**config.mk**
```make
export PLATFORM = sky130hd
export DESIGN_NAME = board_store
export DESIGN_NICKNAME = d
export VERILOG_FILES = /design/src/rtl/board_pkg.sv /design/src/rtl/board_ram.sv /design/src/rtl/board_store.sv
export SDC_FILE = /design/constraint.sdc
export NUM_CORES = 1
export LEC_CHECK = 0
export ABC_AREA = 1
export BUFFER_PORTS_ARGS = -buffer_cell sky130_fd_sc_hd__buf_4
export CAP_MARGIN = 20
export CORE_UTILIZATION = 45
export CTS_CLUSTER_DIAMETER = 120
export CTS_CLUSTER_SIZE = 40
export DETAILED_ROUTE_END_ITERATION = 12
export GPL_ROUTABILITY_DRIVEN = 0
export PLACE_DENSITY = 0.61
export REMOVE_ABC_BUFFERS = 1
export SLEW_MARGIN = 20
export SYNTH_ARGS = -nofsm -noshare
export SYNTH_HDL_FRONTEND = slang
export SYNTH_HIERARCHICAL = 1
export SYNTH_SLANG_ARGS = --single-unit
```
**constraint.sdc**
```tcl
create_clock -name clk -period 25.1 [get_ports clk]
set_input_delay 2.51 -clock clk [delete_from_list [all_inputs] [get_ports clk]]
set_output_delay 2.51 -clock clk [all_outputs]
set_load 0.02 [all_outputs]
```
**src/rtl/board_pkg.sv**
```systemverilog
// Shared board definitions for the five-in-a-row blocks: cell encoding,
// board geometry, address field helpers and the board store FSM states.
package board_pkg;

  localparam int unsigned BOARD_ROW_BITS  = 4;
  localparam int unsigned BOARD_COL_BITS  = 4;
  localparam int unsigned BOARD_ROWS      = 1 << BOARD_ROW_BITS;
  localparam int unsigned BOARD_COLS      = 1 << BOARD_COL_BITS;
  localparam int unsigned BOARD_ADDR_BITS = BOARD_ROW_BITS + BOARD_COL_BITS;
  localparam int unsigned BOARD_CELLS     = BOARD_ROWS * BOARD_COLS;

  localparam logic [1:0] CELL_EMPTY = 2'b00;
  localparam logic [1:0] CELL_BLACK = 2'b01;
  localparam logic [1:0] CELL_WHITE = 2'b10;

  typedef logic [BOARD_ADDR_BITS-1:0] board_addr_t;

  typedef enum logic {
    ST_CLEAR = 1'b0,
    ST_IDLE  = 1'b1
  } board_state_e;

  // Address is {row, col} with the row in the upper bits.
  function automatic logic [BOARD_ROW_BITS-1:0] addr_row(input board_addr_t a);
    return a[BOARD_ADDR_BITS-1:BOARD_COL_BITS];
  endfunction

  function automatic logic [BOARD_COL_BITS-1:0] addr_col(input board_addr_t a);
    return a[BOARD_COL_BITS-1:0];
  endfunction

  function automatic board_addr_t cell_addr(input logic [BOARD_ROW_BITS-1:0] row,
                                            input logic [BOARD_COL_BITS-1:0] col);
    return {row, col};
  endfunction

endpackage

```
**src/rtl/board_ram.sv**
```systemverilog
// Board cell storage: one synchronous read port and one write port.
// A read and write to the same cell on one edge returns the old contents.
import board_pkg::*;

module board_ram #(
  parameter int unsigned ADDR_W = 8
) (
  input  logic              clk,
  input  logic              reset,
  input  logic [ADDR_W-1:0] rd_addr,
  output logic [1:0]        rd_data,
  input  logic              we,
  input  logic [ADDR_W-1:0] wr_addr,
  input  logic [1:0]        wr_data
);

  localparam int unsigned DEPTH = 1 << ADDR_W;

  logic [1:0] mem [0:DEPTH-1];

  // Array has no reset; the owner sweeps it clean after reset.
  always_ff @(posedge clk) begin
    if (we) begin
      mem[wr_addr] <= wr_data;
    end
  end

  always_ff @(posedge clk or posedge reset) begin
    if (reset) begin
      rd_data <= CELL_EMPTY;
    end else begin
      rd_data <= mem[rd_addr];
    end
  end

endmodule

```
**src/rtl/board_store.sv**
```systemverilog
// Board memory responder: clears the grid after reset or on request, serves
// checker reads, and accepts placements only onto empty cells.
import board_pkg::*;

module board_store #(
  parameter int unsigned ROW_BITS = 4,
  parameter int unsigned COL_BITS = 4
) (
  input  logic                       clk,
  input  logic                       reset,
  input  logic [ROW_BITS+COL_BITS-1:0] rd_addr,
  output logic [1:0]                 rd_data,
  input  logic                       wr_req,
  input  logic [ROW_BITS+COL_BITS-1:0] wr_addr,
  input  logic [1:0]                 wr_chess,
  output logic                       wr_ack,
  output logic                       wr_reject,
  input  logic                       clear_req,
  output logic                       busy,
  output logic [ROW_BITS+COL_BITS:0] piece_count,
  output logic                       full
);

  localparam int unsigned ADDR_W  = ROW_BITS + COL_BITS;
  localparam int unsigned CELLS   = 1 << ADDR_W;
  localparam int unsigned COUNT_W = ADDR_W + 1;

  board_state_e      state;
  logic [ADDR_W-1:0] sweep;
  logic [CELLS-1:0]  occupied;

  // Placement captured on one edge and resolved on the next.
  logic              pend_valid;
  logic [ADDR_W-1:0] pend_addr;
  logic [1:0]        pend_chess;

  logic              pend_ok_c;
  logic              ram_we_c;
  logic [ADDR_W-1:0] ram_waddr_c;
  logic [1:0]        ram_wdata_c;

  assign pend_ok_c = pend_valid && !occupied[pend_addr] &&
                     (pend_chess == CELL_BLACK || pend_chess == CELL_WHITE);

  // Write port: sweep owns it while clearing, otherwise accepted placements.
  always_comb begin
    ram_we_c    = 1'b0;
    ram_waddr_c = pend_addr;
    ram_wdata_c = pend_chess;
    if (state == ST_CLEAR) begin
      ram_we_c    = 1'b1;
      ram_waddr_c = sweep;
      ram_wdata_c = CELL_EMPTY;
    end else if (pend_ok_c) begin
      ram_we_c = 1'b1;
    end
  end

  always_ff @(posedge clk or posedge reset) begin
    if (reset) begin
      state       <= ST_CLEAR;
      sweep       <= '0;
      busy        <= 1'b1;
      occupied    <= '0;
      pend_valid  <= 1'b0;
      pend_addr   <= '0;
      pend_chess  <= CELL_EMPTY;
      wr_ack      <= 1'b0;
      wr_reject   <= 1'b0;
      piece_count <= '0;
      full        <= 1'b0;
    end else begin
      wr_ack     <= pend_ok_c;
      wr_reject  <= pend_valid && !pend_ok_c;
      pend_valid <= 1'b0;
      case (state)
        ST_CLEAR: begin
          sweep <= sweep + 1'b1;
          if (sweep == '1) begin
            state <= ST_IDLE;
            busy  <= 1'b0;
          end
        end
        ST_IDLE: begin
          if (pend_ok_c) begin
            occupied[pend_addr] <= 1'b1;
            piece_count         <= piece_count + 1'b1;
            full                <= (piece_count == COUNT_W'(CELLS - 1));
          end
          // A placement already in flight still completes; the sweep wipes it.
          if (clear_req) begin
            state       <= ST_CLEAR;
            sweep       <= '0;
            busy        <= 1'b1;
            occupied    <= '0;
            piece_count <= '0;
            full        <= 1'b0;
          end else if (wr_req) begin
            pend_valid <= 1'b1;
            pend_addr  <= wr_addr;
            pend_chess <= wr_chess;
          end
        end
      endcase
    end
  end

  board_ram #(
    .ADDR_W (ADDR_W)
  ) u_ram (
    .clk     (clk),
    .reset   (reset),
    .rd_addr (rd_addr),
    .rd_data (rd_data),
    .we      (ram_we_c),
    .wr_addr (ram_waddr_c),
    .wr_data (ram_wdata_c)
  );

endmodule

```
==> impl_metrics.yaml <==
status:
  status: "completed"
timing:
  rsz0062_at_grt: "false"
  maxSlewViolCount: 0
  max_clock_freq_mhz: 171
  max_slew_margin_pct: 20.5
  final_hold_viol_count: 0
  fin_tns_setup_ns: 0
  period_needed_ns: 5.85
  finalCritPeriodShare_pct: 23.3
  worstMarginPinSlew_ns: 1.19
  finalSetupViolations: 0
  fin_skew_ns: 0.0358
clocking:
  cts_resized: 0
  clockBufferDepth: 3
  htreeDepth: 1
  clk_latency_ns: 0.67
  clock_sinks: 803
  post_cts_buffers: 0
  cts_buffers: 25
  cts_tree: "yes"
  cts_root_buffer: "clkbuf_16"
  cts_hold_buf: 0
  path_clk_slew_ns: 0.15
detailed_routing:
  wl_per_cell_um: 20.8
  ant_nets: 0
  dr.pass1.iters: 6
  drt_iter0_drc: 3513
  wirelength_um: 115000
  drc: 0
  route.vias.total: 31990
  vias_per_cell: 5.79
synthesis:
  synth_area_leaders: "edfxtp_1 (38%), dfrtp_1 (18%), nand2_1 (13%)"
  yosysSeqAreaShare_pct: 56.4
  ys_warn_count: 6
  synth.avg_cell_area_um2: 8.74
  syn-instance-count: 4593
  yosysTopAreaCellShare_pct: 38.3
  ys_seq_elements: 803
  yosysUniqueCellTypes: 31
  synth_top_area_cell: "edfxtp_1"
  synth_area_mm2: 0.0401
floorplan:
  fp.coreArea_mm2: 0.0884
  die-height_um: 301
  die_width_um: 301
  die-area_mm2: 0.0904
  core.rowCount: 109
  start_util_pct: 45.4
  io_pins: 37
finish:
  final_nets: 4362
  syn_to_final_growth_pct: 2.39
  nFillCells: 8620
  drive_gt1_share_pct: 3.40
grt:
  grt-ovfl-total: 0
  grt_pass1_wl_um: 178000
  grt_max_degree: 146
  antenna_found_initial: 0
  grt_pass1_vias: 30161
  grt_util_all_layers_pct: 25.1
critical_path:
  cpMaxStageDelayCell: "dfrtp_4"
  critPathMaxStageDelay_ns: 0.94
  endpoint_kind: "register"
  worst_path_most_repeated_cell: "nand2_1"
  cp.arrival_ns: 6.40
  path_delay_family: "buffers and inverters"
  critPathLaunchType: "register"
  worstPathRequired_ns: 25.65
  cp_max_fo: 103
  worst-path-buf-inv: 4
  cp_cell_sequence: "buf_4 -> inv_2 -> nand2_1 -> nand2_1 -> nand2_1 -> nand2_1 -> nand2_1 -> nand2_1 -> nor2_1 -> nor2_1 -> nor2_1 -> nand2_1 -> nand2_1 -> nand2_1 -> nor2_1 -> nand3_4 -> buf_4 -> buf_6 -> nand3_1 -> nand2_1"
  timing.setup.critical_path_class: "register to register"
min_path:
  hold_class: "register to register"
placed_design:
  port_buffers: 36
  hpwl_um: 62900
power_and_ir_drop:
  power_mw: 2.40
  max-vdd-ir-drop_mv: 0.0531
  powerDensity_mw_per_mm2: 58.4
  p_leak_nw: 17.3
job:
  cap_viol_max_count: 0
[path summary, 6_finish.rpt]
path / from / to / slack (ns) / depth (start not counted)
worst max register to register: pend_addr[0]$_DFFE_PP0P_ / occupied[157]$_DFFE_PP0P_ / 19.25 / 20
worst max-delay path: pend_addr[0]$_DFFE_PP0P_ / occupied[157]$_DFFE_PP0P_ / 19.25 / 20
max in group asynchronous: reset / state$_DFF_PP0_ / 20.92 / 4
worst min register to register: busy$_DFFE_PP1P_ / busy$_DFFE_PP1P_ / 0.49 / 2
min in group asynchronous: reset / u_ram/rd_data[1]$_DFF_PP0_ / 1.76 / 2
worst min-delay path: busy$_DFFE_PP1P_ / busy$_DFFE_PP1P_ / 0.49 / 2
[synthesized netlist by cell type]
master    count
buf_8         1
o21ai_0     167
buf_4        40
edfxtp_1    512
and3_1        1
inv_1       198
xor2_1        5
dfrtp_1     290
o21bai_1    113
nand3_1     770
buf_12        1
nand2_2       1
a31o_2        1
buf_1        21
nand3b_1      2
clkbuf_1    167
a21oi_1      14
clkinv_1      1
nor2_1      382
nand2_1    1429
inv_6         1
buf_2        82
nor2_4        1
mux2i_1       1
ha_1          3
o21ai_1      12
dfstp_2       1
nand4_1     265
inv_2         7
a21o_1       48
buf_6        56
[through the flow]
step	worst slack [ns]	utilization, %	cells	hold slack, ns	instance area [um2]
floorplan	12.88	-	4225	0.460	38100
global placement	19.03	45.5	5473	0.456	40200
detailed placement	18.98	45.5	5474	0.479	40300
CTS	19.16	46.5	5520	0.498	41100
global route	18.78	46.5	5521	0.514	41100
finish	19.25	46.5	5522	0.488	41100
[cell families (layout without fill, tap and decap cells)]
kind of cell,count (synthesis),after routing,synth area share [%]
AND/OR/NAND/NOR,2851,2851,30.8
flip-flops,803,803,56.4
buffers and inverters,575,338,7.13
AO/OA/AOI/OAI,355,355,5.44
XOR/XNOR,5,5,0.109
adder cells (fa/ha/maj),3,3,0.0935
multiplexers,1,1,0.0249
other,0,1,0
[state kept, by name, summed over array words and instances, names as in the netlist, 2 cells and up]
| register | cells |
|---|---|
| sweep | 8 |
| u_ram/rd_data | 2 |
| piece_count | 9 |
| pend_chess | 2 |
| u_ram/mem | 512 |
| occupied | 256 |
| pend_addr | 8 |
[metal layers]
metal	up-vias	part of all wire [%]	GRT usage, %
li1	14986	-	-
met1	15757	43	35.0
met2	1070	48	41.3
met3	177	6.4	2.78
met4	0	2.9	7.55
met5	-	0	0
[layout by cell type (no fill, tap or decap), types with 3 or more instances in the layout]
master     count
inv_6          4
clkbuf_1      11
nand4_1      265
inv_1        193
o21ai_1       13
inv_2          6
nor2_2         6
o21bai_1     113
edfxtp_1     512
inv_8          4
o21ai_0      166
clkbuf_16     25
clkbuf_8       3
nand3_1      769
ha_1           3
xor2_1         5
a21o_1        48
nor2_1       376
a21oi_1       14
dfrtp_1      287
buf_4         79
nand2_1     1427
[area by class of cell]
type                       count  area [um2]  area share, %
antenna                        1        2.50        0.00609
clock buffer                  38         694           1.69
clock inverter                 8         113          0.274
inverter                     207         812           1.98
multi-input combinational   3215       14700           35.7
sequential                   803       22700           55.1
tap                         1165        1460           3.55
timing repair buffer          85         697           1.70
[worst register-to-register path: stages, from the launching register on]
cell,delay [ns]
dfrtp_4,0.94
buf_4,0.66
inv_2,0.49
nand2_1,0.16
nand2_1,0.06
nand2_1,0.06
nand2_1,0.07
nand2_1,0.05
nand2_1,0.06
nor2_1,0.18
nor2_1,0.07
nor2_1,0.11
nand2_1,0.05
nand2_1,0.07
nand2_1,0.10
nor2_1,0.19
nand3_4,0.80
buf_4,0.80
buf_6,0.49
nand3_1,0.27
nand2_1,0.07
[report_power, final]
part	switching (mW)	internal [mW]	total, mW
Combinational	0.291	0.0589	0.349
Sequential	0.0158	1.42	1.44
Clock	0.409	0.204	0.613
Total	0.715	1.69	2.40
Note: power is estimated with default switching activity, not from simulation.
